<file path="src/rtl/tb04_pkg.sv">
// Shared definitions for the miniTB04 sequencer and ALU: phase numbering,
// sequencer state encoding, opcodes and the PC update rule.
package tb04_pkg;

  // Phase presented to the ALU on `cycle`; one instruction walks 1,2,3,4,5,0.
  localparam logic [2:0] CYC_CLEAR  = 3'd1;
  localparam logic [2:0] CYC_FETCH  = 3'd2;
  localparam logic [2:0] CYC_WAIT   = 3'd3;
  localparam logic [2:0] CYC_DECODE = 3'd4;
  localparam logic [2:0] CYC_EXEC   = 3'd5;
  localparam logic [2:0] CYC_WB     = 3'd0;

  typedef enum logic [1:0] {
    ST_HALT = 2'd0,
    ST_RUN  = 2'd1,
    ST_STEP = 2'd2
  } seq_state_t;

  // Opcodes carried in instruction bits [7:4]; decoded by the ALU.
  localparam logic [3:0] OP_NOP = 4'h0;
  localparam logic [3:0] OP_LDI = 4'h1;
  localparam logic [3:0] OP_ADD = 4'h2;
  localparam logic [3:0] OP_SUB = 4'h3;
  localparam logic [3:0] OP_AND = 4'h4;
  localparam logic [3:0] OP_OR  = 4'h5;
  localparam logic [3:0] OP_XOR = 4'h6;
  localparam logic [3:0] OP_JMP = 4'h7;
  localparam logic [3:0] OP_JZ  = 4'h8;
  localparam logic [3:0] OP_JC  = 4'h9;

  // Writeback PC: taken jump loads the ALU target, otherwise increment with wrap.
  function automatic logic [3:0] next_pc(input logic       take,
                                         input logic [3:0] target,
                                         input logic [3:0] cur_pc);
    return take ? target : cur_pc + 4'd1;
  endfunction

endpackage

</file>
<file path="src/rtl/tb04_fetch_timer.sv">
// Counts clocks spent waiting for ROM data; flags the clock on which the
// wait budget runs out so the sequencer can abandon the fetch.
module tb04_fetch_timer #(
  parameter int unsigned ACK_TIMEOUT = 15
) (
  input  logic clk,
  input  logic reset,
  input  logic count_en,
  input  logic clear,
  output logic expired
);

  logic [7:0] count;

  // Terminal count: this would be the ACK_TIMEOUT-th clock without an ack.
  assign expired = count_en && (count == 8'(ACK_TIMEOUT - 1));

  // Wait counter, restarted whenever the wait ends or the budget is spent.
  always_ff @(posedge clk or posedge reset) begin
    if (reset) begin
      count <= '0;
    end else if (clear || expired) begin
      count <= '0;
    end else if (count_en) begin
      count <= count + 8'd1;
    end
  end

endmodule

</file>
<file path="src/rtl/tb04_sequencer.sv">
// miniTB04 instruction sequencer: phase generator, program counter,
// ROM fetch handshake, instruction register and run/step/halt control.
module tb04_sequencer
  import tb04_pkg::*;
#(
  parameter logic [3:0]  RESET_PC    = 4'd0,
  parameter int unsigned ACK_TIMEOUT = 15
) (
  input  logic       clk,
  input  logic       reset,
  input  logic       run,
  input  logic       step,
  input  logic       clear_fault,
  input  logic       rom_ack,
  input  logic [7:0] rom_data,
  input  logic       jump,
  input  logic [3:0] data,
  output logic [2:0] cycle,
  output logic [3:0] pc,
  output logic       rom_req,
  output logic [3:0] rom_addr,
  output logic [3:0] command,
  output logic [3:0] immediate,
  output logic       wb_strobe,
  output logic       retire,
  output logic       running,
  output logic       fault
);

  seq_state_t state;
  logic [7:0] ir;
  logic       timer_count;
  logic       timer_clear;
  logic       timed_out;

  assign timer_count = (state != ST_HALT) && (cycle == CYC_WAIT) && !rom_ack;
  assign timer_clear = !timer_count;

  tb04_fetch_timer #(
    .ACK_TIMEOUT(ACK_TIMEOUT)
  ) u_fetch_timer (
    .clk      (clk),
    .reset    (reset),
    .count_en (timer_count),
    .clear    (timer_clear),
    .expired  (timed_out)
  );

  assign command   = ir[7:4];
  assign immediate = ir[3:0];
  assign rom_addr  = pc;
  assign wb_strobe = (cycle == CYC_WB);

  // Control FSM; rom_req and running are updated together with the state
  // they describe so both stay registered.
  always_ff @(posedge clk or posedge reset) begin
    if (reset) begin
      state   <= ST_HALT;
      cycle   <= CYC_CLEAR;
      pc      <= RESET_PC;
      ir      <= 8'h00;
      rom_req <= 1'b0;
      retire  <= 1'b0;
      running <= 1'b0;
      fault   <= 1'b0;
    end else begin
      retire <= 1'b0;
      case (state)
        ST_HALT: begin
          cycle   <= CYC_CLEAR;
          rom_req <= 1'b0;
          // A fault must be cleared on its own clock before anything starts.
          if (fault) begin
            if (clear_fault) begin
              fault <= 1'b0;
            end
          end else if (run) begin
            state   <= ST_RUN;
            running <= 1'b1;
          end else if (step) begin
            state   <= ST_STEP;
            running <= 1'b1;
          end
        end
        default: begin
          case (cycle)
            CYC_CLEAR: begin
              cycle   <= CYC_FETCH;
              rom_req <= 1'b1;
            end
            CYC_FETCH: begin
              cycle <= CYC_WAIT;
            end
            CYC_WAIT: begin
              if (rom_ack) begin
                ir      <= rom_data;
                cycle   <= CYC_DECODE;
                rom_req <= 1'b0;
              end else if (timed_out) begin
                fault   <= 1'b1;
                rom_req <= 1'b0;
                cycle   <= CYC_CLEAR;
                state   <= ST_HALT;
                running <= 1'b0;
              end
            end
            CYC_DECODE: begin
              cycle <= CYC_EXEC;
            end
            CYC_EXEC: begin
              cycle <= CYC_WB;
            end
            CYC_WB: begin
              pc     <= next_pc(jump, data, pc);
              retire <= 1'b1;
              cycle  <= CYC_CLEAR;
              if (!(state == ST_RUN && run)) begin
                state   <= ST_HALT;
                running <= 1'b0;
              end
            end
            default: begin
              cycle   <= CYC_CLEAR;
              rom_req <= 1'b0;
            end
          endcase
        end
      endcase
    end
  end

endmodule

</file>
<file path="config.mk">
export PLATFORM = sky130hd
export DESIGN_NAME = tb04_sequencer
export DESIGN_NICKNAME = d
export VERILOG_FILES = /design/src/rtl/tb04_pkg.sv /design/src/rtl/tb04_fetch_timer.sv /design/src/rtl/tb04_sequencer.sv
export SDC_FILE = /design/constraint.sdc
export NUM_CORES = 1
export LEC_CHECK = 0
export CORE_MARGIN = 5
export CORE_UTILIZATION = 42
export DETAILED_ROUTE_END_ITERATION = 8
export GPL_TIMING_DRIVEN = 0
export PLACE_DENSITY = 0.86
export SETUP_SLACK_MARGIN = 0.4
export SYNTH_ARGS = -nofsm -noshare
export SYNTH_HDL_FRONTEND = slang
export SYNTH_SLANG_ARGS = --single-unit
</file>
<file path="constraint.sdc">
create_clock -name clk -period 1.6 [get_ports clk]
set_input_delay 0.32 -clock clk [delete_from_list [all_inputs] [get_ports clk]]
set_output_delay 0.32 -clock clk [all_outputs]
set_load 0.02 [all_outputs]
</file>
# After elaboration in Yosys (flattened, before gate mapping)
# Index checks and enable logic that the tools add are counted.
[word_totals] reg_bits=29 out_inout_bits=24 elab_cells=81 input_bits=19
[op_classes] add_sub_neg=2 reduce_logical=20 bitwise=1 muxes=34 n_eq_ne=15
[op_table] op="$mux W1" count=17
[op_table] op="$mux W8" count=2
[op_table] op="$pmux W3 S5" count=1
[op_table] op="$mux W2" count=7
[op_table] op="$mux W3" count=3
[op_table] op="$add A8 B1 Y8 const B" count=1
[op_table] op="$eq A8 B4 Y1 const B" count=1
[op_table] op="$reduce_bool A2 Y1" count=4
[op_table] op="$eq A3 B2 Y1 const B" count=2
[op_table] op="$eq A3 B3 Y1 const B" count=2
[op_table] op="$ne A3 B2 Y1 const B" count=2
[op_table] op="$reduce_and A3 Y1" count=2
[op_table] op="$reduce_and A6 Y1" count=1
[op_table] op="$add A4 B1 Y4 const B" count=1
[op_table] op="$logic_and A1 B1 Y1" count=4
[op_table] op="$mux W4" count=1
[op_table] op="$ne A2 B1 Y1 const B" count=2
[op_table] op="$ne A4 B2 Y1 const B" count=1
[op_table] op="$pmux W2 S2" count=1
[op_table] op="$reduce_and A2 Y1" count=2
[op_table] op="$reduce_or A4 Y1" count=1
[op_table] op="$eq A3 B1 Y1 const B" count=1
[op_table] op="$logic_not A3 Y1" count=1
[op_table] op="$ne A3 B1 Y1 const B" count=1
[op_table] op="10 further kinds" count=11

# Logic depth before layout (Yosys ltp)
# Gate-level depths: netlist of run 1.
[depth] ltp_word=8 ltp_mapped=6 mapped_depth_nobuf=5

# Hierarchy
# Synthesis of run 1 repeated with hierarchy kept, for this count alone.
[hier_totals] hier_cells=143 area_unflattened_um2=1482.7
[modules_own_cells] module="tb04_sequencer" cells_per_inst=95 seq_area_each_um2=526.8 n_inst=1 area_each_um2=1029.7
[modules_own_cells] module="tb04_fetch_timer" cells_per_inst=48 seq_area_each_um2=200.2 n_inst=1 area_each_um2=452.9

# Worst setup path before layout of run 1
# Ideal clock, no wire load.
[synth_timing] path_kind="flip-flop to flip-flop" from="register cycle[0]" to="register ir[0]" t_arrival_ns=1.590 path_buffers=2 synth_period_minus_slack_ns=1.715 t_required_ns=1.475 setup_time_ns=0.125 slack_ns=-0.115 path_stages_with_launch=6 path_cell_list="dfstp_2 -> buf_4 -> nand3b_1 -> or3_1 -> buf_6 -> mux2_4"
[synth_via] elab_chain_len=2
[synth_rtl] element="start, declared" line="tb04_sequencer.sv:18" source="output logic [2:0] cycle,"
[synth_rtl] element="start signal, assigned" line="tb04_sequencer.sv:59" source="cycle <= CYC_CLEAR;"
[synth_rtl] element="start signal, assigned" line="tb04_sequencer.sv:70" source="cycle <= CYC_CLEAR;"
[synth_rtl] element="start signal, assigned" line="tb04_sequencer.sv:88" source="cycle <= CYC_FETCH;"
[synth_rtl] element="$eq A3 B2 Y1" line="tb04_sequencer.sv:86" source="case (cycle)"
[synth_rtl] element="$reduce_and A3 Y1 (no line)"
[synth_rtl] element="end signal, assigned" line="tb04_sequencer.sv:96" source="ir <= rom_data;"
[synth_rtl] element="end, declared" line="tb04_sequencer.sv:31" source="logic [7:0] ir;"
# Every way passes these cells.
# A chain may end at the register's enable or synchronous reset.

# Worst setup path after layout of run 1
[layout_timing] from="register state[1]" to="register ir[0]"
[layout_via] elab_chain_len=3
[layout_rtl] element="start, declared" line="tb04_sequencer.sv:30" source="seq_state_t state;"
[layout_rtl] element="start signal, assigned" line="tb04_sequencer.sv:58" source="state <= ST_HALT;"
[layout_rtl] element="start signal, assigned" line="tb04_sequencer.sv:78" source="state <= ST_RUN;"
[layout_rtl] element="start signal, assigned" line="tb04_sequencer.sv:81" source="state <= ST_STEP;"
[layout_rtl] element="$logic_not A2 Y1" line="tb04_sequencer.sv:68" source="case (state)"
[layout_rtl] element="$not A1 Y1 (no line)"
[layout_rtl] element="$reduce_and A3 Y1 (no line)"
# Every way passes these cells.

==> flow_metrics.env, run 1 <==
export IMPL_setup_viol=12
export IMPL_arrival_ns=1.91
export IMPL_cts_tree="yes"
export IMPL_fin_crit_sh=1.06
export IMPL_async_flop_share=1.00
export IMPL_power_density_mw_per_mm2=2050
export IMPL_end_kind="flop"
export IMPL_ir_drop_mv=1.20
export IMPL_setup_ws_ns=-0.0901
export IMPL_portBuffers=41
export IMPL_fmax_ghz=0.592
export IMPL_die_h_um=69.1
export IMPL_grtUsageTotal=0.165
export IMPL_die_area_sq_mm=0.00477
export IMPL_dieWidth_um=69.1
export IMPL_antennaDiodeCount=0
export IMPL_cts_buffer_depth=2
export IMPL_dominantRegCellSynth="dfrtp_1"
export IMPL_failed_checks="setup timing"
export IMPL_status="finished with violations"
export IMPL_slowest_stage="dfrtp_1"
export IMPL_cts_buffers=5
export IMPL_antenna_found_initial=0
export IMPL_rows=21
export IMPL_drive_gt1_frac=0.513
export IMPL_nNetsFinal=247
export IMPL_syn_to_final_growth_pct=74.1
export IMPL_maxCapViolations=0
export IMPL_num_vias=1408
export IMPL_io_pins=43
export IMPL_grt_max_degree=30
export IMPL_ys_seq_area_frac=0.496
export IMPL_drc=0
export IMPL_worst_pin_slew_ns=0.626
export IMPL_grt_pass1_vias=1336
export IMPL_path_cells="nor2_4 > or3_1 > buf_6 > mux2_4"
export IMPL_slew_headroom=0.582
export IMPL_holdWs_ns=0.397
export IMPL_gr_total_overflow=0
export IMPL_synth_cells=136
export IMPL_synth_cell_types=40
export IMPL_syn_nets=158
export IMPL_post_drt_wl_per_cell_um=17.0
export IMPL_fillers=237
export IMPL_rsz0062_at_grt="yes"
export IMPL_yosys_warnings=0
export IMPL_cts_sinks=29
export IMPL_criticalPathCategory="flop to flop"
export IMPL_viasPerCell=5.18
export IMPL_min_path_type="primary input to async pin"
export IMPL_period_needed_ns=1.69
export IMPL_cp_slowest_stage_delay_ns=0.61
export IMPL_hold_violations=0
export IMPL_core_sq_mm=0.00336
export IMPL_synth_area_leaders="dfrtp_1 48%, mux2_4 8.2%, nor2_1 3.8%"
export IMPL_cts_hold_fix_buffers=0
export IMPL_crit_fanout=8
export IMPL_synth_top_cell_area_share=0.478
export IMPL_root_buffer="clkbuf_4"
export IMPL_routed_wl_um=4630
export IMPL_dp_hpwl_um=2360
export IMPL_synth_area_sq_mm=0.00147
export IMPL_finalWeightedCongestion=0.738
export IMPL_drtPass1Iterations=4
export IMPL_synth_edf_count=0
export IMPL_detailedRoute_firstIterationViolations=83
export IMPL_finClkSkew_ns=0.00470
export IMPL_htree_num_levels=2
export IMPL_clk_pin_slew_worst_paths_ns=0.10
export IMPL_grt_pass1_wl_um=6310
export IMPL_start_kind="flop"
export IMPL_clock_latency_ns=0.33
export IMPL_required_ns=1.82
export IMPL_drv_slew=0
export IMPL_postRouteAntennaNets=0
export IMPL_leakagePower_uw=0.00118
export IMPL_synth_area_leader_cell="dfrtp_1"
export IMPL_dp_slack_ns=-0.309
export IMPL_syn_mean_instance_area_sq_um=10.8
export IMPL_yosys_register_bits=29
export IMPL_initial_core_util=0.436
-- Yosys cell counts, types with 3 or more instances --
master / instances
nand3_1: 6
dfrtp_1: 28
ha_1: 3
xor2_1: 3
a21oi_1: 3
mux2_4: 8
o21ai_0: 9
buf_4: 6
xnor2_1: 4
nand2_1: 9
inv_1: 6
nor2_1: 15
-- sequential cells by signal (all words and copies together) (netlist names) --
signal,cells
ir,8
u_fetch_timer.count,8
pc,4
cycle,3
state,2
fault,1
retire,1
rom_req,1
running,1
-- per-stage QoR --
stage | std cells | utilization | setup TNS, ns | total power [uW] | cell area [sq um]
2_1_floorplan | 136 | - | -0.717 | 2530 | 1490
4_1_cts | 254 | 0.696 | -0.415 | 4720 | 2340
6_report | 272 | 0.759 | -0.708 | 5240 | 2550
5_1_grt | 272 | 0.759 | -1.23 | 5470 | 2550
3_3_place_gp | 223 | 0.582 | -4.99 | 3260 | 1960
3_5_place_dp | 223 | 0.582 | -5.05 | 3330 | 1960
-- layout make-up --
class | count | area [sq um] | share of cell area
plain buffers | 10 | 105 | 0.0412
repair buffers | 82 | 791 | 0.310
inverters | 6 | 26.3 | 0.0103
clock buffers | 5 | 37.5 | 0.0147
clock inverters | 3 | 65.1 | 0.0255
well taps | 46 | 57.6 | 0.0226
multi-input cells | 91 | 737 | 0.289
flip-flops and latches | 29 | 732 | 0.287
-- final timing paths --
| path | slack, ns | endpoint | cells past startpoint | start |
|---|---|---|---|---|
| hold / removal | 0.40 | retire | 2 | reset |
| setup reg to reg | -0.09 | ir[0] | 4 | state[1] |
| setup / recovery | -0.09 | ir[0] | 4 | state[1] |
| max in group asynchronous | 0.81 | state[0] | 2 | reset |
| min in group clk | 0.40 | pc[0] | 3 | jump |
| hold reg to reg | 0.55 | ir[7] | 1 | ir[7] |
-- critical path, delay by kind of cell, from the launching register on --
kind	cells	cell delay, ns
DFF	1	0.61
buffers and inverters	1	0.16
muxes	1	0.30
and+or+nand+nor	2	0.49
-- report_power, final --
| part | internal [uW] | switching (uW) | leakage, uW |
|---|---|---|---|
| Sequential | 1010 | 283 | 0.000361 |
| Combinational | 1830 | 1350 | 0.000763 |
| Clock | 484 | 286 | 0.0000552 |
-- cell families after synthesis --
| family | count (synthesis) | share of synthesized area |
|---|---|---|
| AND/OR/NAND/NOR | 47 | 0.171 |
| buffers and inverters | 16 | 0.0675 |
| flip-flops | 29 | 0.496 |
| XOR/XNOR | 7 | 0.0418 |
| adder cells (fa/ha/maj) | 3 | 0.0256 |
| AO/OA/AOI/OAI | 25 | 0.109 |
| multiplexers | 9 | 0.0888 |
-- what timing repair did --
| item | in CTS | in global routing |
|---|---|---|
| gates resized for setup | 165 | 18 |
| cloned | 1 | 0 |
| setup buffers | 22 | 18 |
| pin swaps | 6 | 4 |
| endpoints found under the setup margin | 77 | 52 |
-- metal layers --
layer / part of all wire / vias to the layer above / global-route usage
li1: - / 650 / -
met1: 0.38 / 686 / 0.181
met2: 0.54 / 57 / 0.299
met3: 0.051 / 15 / 0.0436
met4: 0.029 / 0 / 0.0629
met5: 0 / - / 0
-- layout by cell type (no fill, tap or decap), types with 4 or more instances in the layout --
cell type        instances
buf_6                   41
buf_4                   32
dfrtp_1                 24
clkdlybuf4s50_1         17
nand2_1                  9
mux2_4                   8
nor2_4                   6
nor2_1                   6
nand3_1                  6
o21ai_1                  5
clkbuf_4                 5
inv_1                    4
xnor2_1                  4
nor2_2                   4
dfrtp_2                  4
Note: power is estimated with default switching activity, not from simulation.
==> inputs of run 2 (changes only) <==
- PLACE_DENSITY: 0.86 -> 0.72
- SLEW_MARGIN: default -> 40
==> run 2 against run 1 <==
Net effect: the flow still finishes with violations (setup timing); first-iteration DRC count decreased by 35%; power decreased by 4.0%; combinational power increased by 4%; clock skew increased by 0.00063 ns; register-to-register slack about the same; largest power group unchanged; via count increased by 0.78%; sequential cell count unchanged; routed wire length decreased by 3.1%; maximum frequency increased by 0.84%; critical path type unchanged; sequential share of layout area decreased by 0.18 points.
==> flow_metrics.env, run 2 (same netlist as run 1, synthesis figures left out) <==
export IMPL_rows=21
export IMPL_finalPower_uw=5030
export IMPL_worst_pin_slew_ns=0.603
export IMPL_drive_gt1_frac=0.541
export IMPL_period_needed_ns=1.68
export IMPL_setup_viol=10
export IMPL_postRouteAntennaNets=0
export IMPL_initial_core_util=0.436
export IMPL_failed_checks="setup timing"
export IMPL_drc=0
export IMPL_finalWeightedCongestion=0.816
export IMPL_detailedRoute_firstIterationViolations=54
export IMPL_maxCapViolations=0
export IMPL_grt_pass1_wl_um=6770
export IMPL_required_ns=1.83
export IMPL_status="finished with violations"
export IMPL_grtUsageTotal=0.179
export IMPL_dieWidth_um=69.1
export IMPL_cts_buffers=5
export IMPL_syn_to_final_growth_pct=75.2
export IMPL_pwr_share_clk=0.089
export IMPL_leakagePower_uw=0.00119
export IMPL_cts_buffer_depth=2
export IMPL_min_path_type="primary input to async pin"
export IMPL_hold_violations=0
export IMPL_rsz0062_at_grt="yes"
export IMPL_cts_sinks=29
export IMPL_crit_start="state[1]"
export IMPL_setup_ws_ns=-0.0760
export IMPL_fmax_ghz=0.597
export IMPL_antenna_found_initial=0
export IMPL_drv_slew=0
export IMPL_seq_power_share=0.254
export IMPL_most_common_layout_cells="48 x buf_6, 30 x buf_4, 24 x dfrtp_1"
export IMPL_clock_latency_ns=0.34
export IMPL_start_kind="flop"
export IMPL_design_area_sq_mm=0.00257
export IMPL_portBuffers=41
export IMPL_criticalPathCategory="flop to flop"
export IMPL_slew_headroom=0.597
export IMPL_p_int_uw=3090
export IMPL_nNetsFinal=252
export IMPL_top_regs="ir (8), u_fetch_timer.count (8), pc (4)"
export IMPL_fin_crit_sh=1.05
export IMPL_dp_hpwl_um=2350
export IMPL_finClkSkew_ns=0.00534
export IMPL_p_sw_frac=0.386
export IMPL_core_sq_mm=0.00336
export IMPL_crit_fanout=8
export IMPL_dpl_instance_area_sq_mm=0.00196
export IMPL_antennaDiodeCount=0
export IMPL_htree_num_levels=2
export IMPL_p_switching_uw=1940
export IMPL_grt_pass1_vias=1450
export IMPL_rr_startpoint="state[1]"
export IMPL_arrival_ns=1.90
export IMPL_routed_wl_um=4490
export IMPL_num_vias=1419
export IMPL_grt_max_degree=30
export IMPL_end_kind="flop"
export IMPL_ir_drop_mv=0.949
export IMPL_gr_total_overflow=0
export IMPL_combPwrFrac=0.657
export IMPL_drtPass1Iterations=4
export IMPL_clk_pin_slew_worst_paths_ns=0.10
export IMPL_die_h_um=69.1
export IMPL_io_pins=43
export IMPL_final_common_cell="buf_6"
export IMPL_root_buffer="clkbuf_4"
export IMPL_post_drt_wl_per_cell_um=16.2
export IMPL_cts_tree="yes"
export IMPL_viasPerCell=5.12
export IMPL_die_area_sq_mm=0.00477
export IMPL_power_density_mw_per_mm2=1960
-- run 2: power by group through the flow --
stage               Combinational [uW]  Clock, uW  Sequential, uW
CTS                               2830        449            1260
floorplan                         1030          0            1500
detailed placement                2070          0            1260
global route                      3480        490            1310
finish                            3300        447            1280
global placement                  2030          0            1240
-- run 2: per-stage QoR --
step / util / setup TNS, ns / std cells / hold WS (ns) / worst slack [ns]
after global placement: 0.582 / -3.14 / 223 / 0.475 / -0.289
after floorplan: - / -0.717 / 136 / 0.397 / -0.0896
after global routing: 0.763 / -1.38 / 277 / 0.411 / -0.136
after detailed placement: 0.582 / -2.46 / 223 / 0.490 / -0.288
after CTS: 0.708 / -0.398 / 264 / 0.386 / -0.0567
final: 0.763 / -0.577 / 277 / 0.375 / -0.0760
-- run 2: repair_timing --
action | CTS | global route
pin swaps | 5 | 4
setup buffers | 32 | 13
hold buffers | 0 | 0
gates cloned | 1 | 0
resized for setup | 166 | 25
endpoints found under the setup margin | 50 | 52
-- run 2: metal layers --
layer	vias up	track usage	wire, um
met5	-	0	0
met4	0	0.0911	174
met3	18	0.0581	274
met2	62	0.327	2370
met1	678	0.179	1670
li1	661	-	-
-- run 2: final timing paths --
path                                               end  slack, ns  cells past startpoint
worst min register to register  u_fetch_timer.count[0]       0.51                      1
max in group asynchronous                     cycle[2]       0.79                      2
worst max register to register                   ir[6]      -0.08                      4
worst max-delay path                             ir[6]      -0.08                      4
min in group clk                                 pc[0]       0.45                      3
worst min-delay path                             ir[3]       0.37                      2
-- run 2: worst max-delay path, cell delays in order, from the launching register on --
cell     delay [ns]
dfrtp_1        0.57
nor2_2         0.14
or3_1          0.39
buf_6          0.16
mux2_4         0.30
-- run 2: cell type report --
cell class / instances / area [sq um]
Buffer: 10 / 105
Fill cell: 222 / 796
Clock inverter: 2 / 10.0
Clock buffer: 6 / 41.3
Timing Repair Buffer: 87 / 843
Inverter: 6 / 22.5
Tap cell: 46 / 57.6
Multi-Input combinational cell: 91 / 756
Sequential cell: 29 / 732
==> inputs of run 3 (changes only) <==
- SYNTH_HIERARCHICAL: default -> 1
==> run 3 against run 2 <==
Net effect: the run still ends with setup timing left; clock power increased by 8.9%; via count increased by 7.2%; synthesized cell count increased by 5.1%; core utilization increased by 3.6 points; count of clock-buffer cells in the layout increased by 2; setup slack got worse by 0.37 ns; register-to-register slack got worse by 0.37 ns; final area increased by 5.5%; sequential cell count unchanged; non-clock buffer count increased by 2; sequential share of layout area decreased by 1.5 points; power increased by 1.8%; critical path type unchanged; critical endpoint is now running.
==> flow_metrics.env, run 3 <==
export IMPL_crit_start="cycle[2]"
export IMPL_syn_nets=165
export IMPL_cts_hold_fix_buffers=0
export IMPL_arrival_ns=2.28
export IMPL_finalWeightedCongestion=0.887
export IMPL_initial_core_util=0.437
export IMPL_ys_seq_area_frac=0.490
export IMPL_grt_pass1_vias=1491
export IMPL_yosysMostFrequentCell="dfrtp_1"
export IMPL_synth_top_cell_area_share=0.473
export IMPL_start_kind="flop"
export IMPL_path_delay_family="simple AND/OR/NAND/NOR gates"
export IMPL_drv_slew=0
export IMPL_rows=21
export IMPL_yosys_register_bits=29
export IMPL_worst_pin_slew_ns=0.517
export IMPL_synth_commonest_cells="28 x dfrtp_1, 12 x a21oi_1, 10 x inv_1, 10 x nor2_1, 8 x nand2_1"
export IMPL_root_buffer="clkbuf_4"
export IMPL_synth_cells=143
export IMPL_antenna_found_initial=0
export IMPL_viasPerCell=5.26
export IMPL_antennaDiodeCount=0
export IMPL_cp_slowest_stage_delay_ns=0.43
export IMPL_crit_fanout=4
export IMPL_cts_buffers=5
export IMPL_slew_headroom=0.653
export IMPL_power_density_mw_per_mm2=1890
export IMPL_cpMostUsedCell="and3_4"
export IMPL_grt_max_degree=22
export IMPL_syn_mean_instance_area_sq_um=10.4
export IMPL_final_common_cell="buf_6"
export IMPL_post_drt_wl_per_cell_um=18.4
export IMPL_core_sq_mm=0.00339
export IMPL_synth_edf_count=0
export IMPL_synth_cell_types=46
export IMPL_io_pins=43
export IMPL_gr_total_overflow=0
export IMPL_cts_buffer_depth=2
export IMPL_failed_checks="setup timing"
export IMPL_most_common_layout_cells="44 x buf_6, 34 x buf_4, 25 x dfrtp_1"
export IMPL_postRouteAntennaNets=0
export IMPL_die_h_um=69.4
export IMPL_maxCapViolations=0
export IMPL_cts_tree="yes"
export IMPL_async_flop_share=1.00
export IMPL_crit_buf_inv=2
export IMPL_setup_ws_ns=-0.450
export IMPL_status="finished with violations"
export IMPL_synth_area_sq_mm=0.00148
export IMPL_path_cells="buf_8 > nor4_4 > buf_6 > and3_4 > and3_4 > nand4b_1 > a21oi_2 > o21ai_1 > a22o_2"
export IMPL_dpl_cell_count=230
export IMPL_num_vias=1521
export IMPL_slowest_stage="dfrtp_2"
export IMPL_drtPass1Iterations=4
export IMPL_fin_crit_sh=1.28
export IMPL_min_path_type="primary input to async pin"
export IMPL_rsz0062_at_grt="yes"
export IMPL_drc=0
export IMPL_synth_area_leaders="dfrtp_1 47%, a21oi_1 4.1%, mux2_2 3.8%"
export IMPL_yosys_warnings=6
export IMPL_drive_gt1_frac=0.568
export IMPL_dieWidth_um=69.4
export IMPL_grtUsageTotal=0.182
export IMPL_grt_pass1_wl_um=7210
export IMPL_dp_slack_ns=-0.846
export IMPL_routed_wl_um=5330
export IMPL_dominantRegCellSynth="dfrtp_1"
export IMPL_end_kind="flop"
export IMPL_dp_hpwl_um=2580
export IMPL_fmax_ghz=0.488
export IMPL_finClkSkew_ns=0.0116
export IMPL_top_regs="ir (8), u_fetch_timer/count (8), pc (4)"
export IMPL_hold_violations=0
export IMPL_htree_num_levels=2
export IMPL_setup_viol=26
export IMPL_layout_cells_non_filler=289
export IMPL_leakagePower_uw=0.00121
export IMPL_nNetsFinal=264
export IMPL_clock_latency_ns=0.34
export IMPL_cts_sinks=29
export IMPL_syn_to_final_growth_pct=82.7
export IMPL_ir_drop_mv=1.09
export IMPL_die_area_sq_mm=0.00482
export IMPL_fin_setup_tns_ns=-6.31
export IMPL_criticalPathCategory="flop to flop"
export IMPL_rr_startpoint="cycle[2]"
export IMPL_synth_area_leader_cell="dfrtp_1"
export IMPL_period_needed_ns=2.05
export IMPL_portBuffers=41
export IMPL_required_ns=1.83
export IMPL_detailedRoute_firstIterationViolations=66
export IMPL_post_route_util=0.799
export IMPL_clk_pin_slew_worst_paths_ns=0.10
run 3: cells by family after synthesis:
family / Yosys count / share of synthesized area
and+or+nand+nor: 48 / 0.190
AOI/OAI and AO/OA: 32 / 0.136
DFF: 29 / 0.490
buffers and inverters: 17 / 0.0591
muxes: 12 / 0.0878
adders and majority gates: 3 / 0.0253
xor gates and xnor gates: 2 / 0.0118
run 3: final timing paths:
kind                                          end  slack (ns)  depth (start not counted)
min                        u_fetch_timer/count[5]        0.27                          2
max in group asynchronous                cycle[1]        0.91                          2
max reg2reg                               running       -0.45                          9
min in group clk                            pc[0]        0.41                          3
max                                       running       -0.45                          9
min reg2reg                               running        0.54                          1
run 3: metrics by stage:
step | total power, uW | hold WS (ns) | instance area (sq um)
2_1_floorplan | 2430 | 0.136 | 1550
3_3_place_gp | 3150 | 0.486 | 2020
3_5_place_dp | 3210 | 0.491 | 2020
4_1_cts | 4160 | 0.271 | 2310
5_1_grt | 5360 | 0.287 | 2710
6_report | 5120 | 0.270 | 2710
run 3: timing repair:
action,CTS,global route
setup endpoints to repair,52,52
setup buffers,25,26
pin swaps,11,16
gates resized for setup,145,54
run 3: where the power goes:
group,switching (uW),internal (uW)
clock,271,217
combinational,1460,1940
sequential,242,997
total,1970,3150
run 3: layer usage:
metal,GRT usage,vias to the layer above,wire length (um)
li1,-,705,-
met3,0.0652,20,276
met4,0.0325,0,220
met5,0,-,0
met1,0.214,742,2120
met2,0.322,54,2710
run 3: area by class of cell:
class / count / area [sq um]
Timing Repair Buffer: 92 / 900
Multi-Input combinational cell: 97 / 850
Sequential cell: 29 / 731
Fill cell: 168 / 681
Buffer: 7 / 75.1
Clock buffer: 8 / 58.8
Tap cell: 46 / 57.6
Inverter: 10 / 37.5
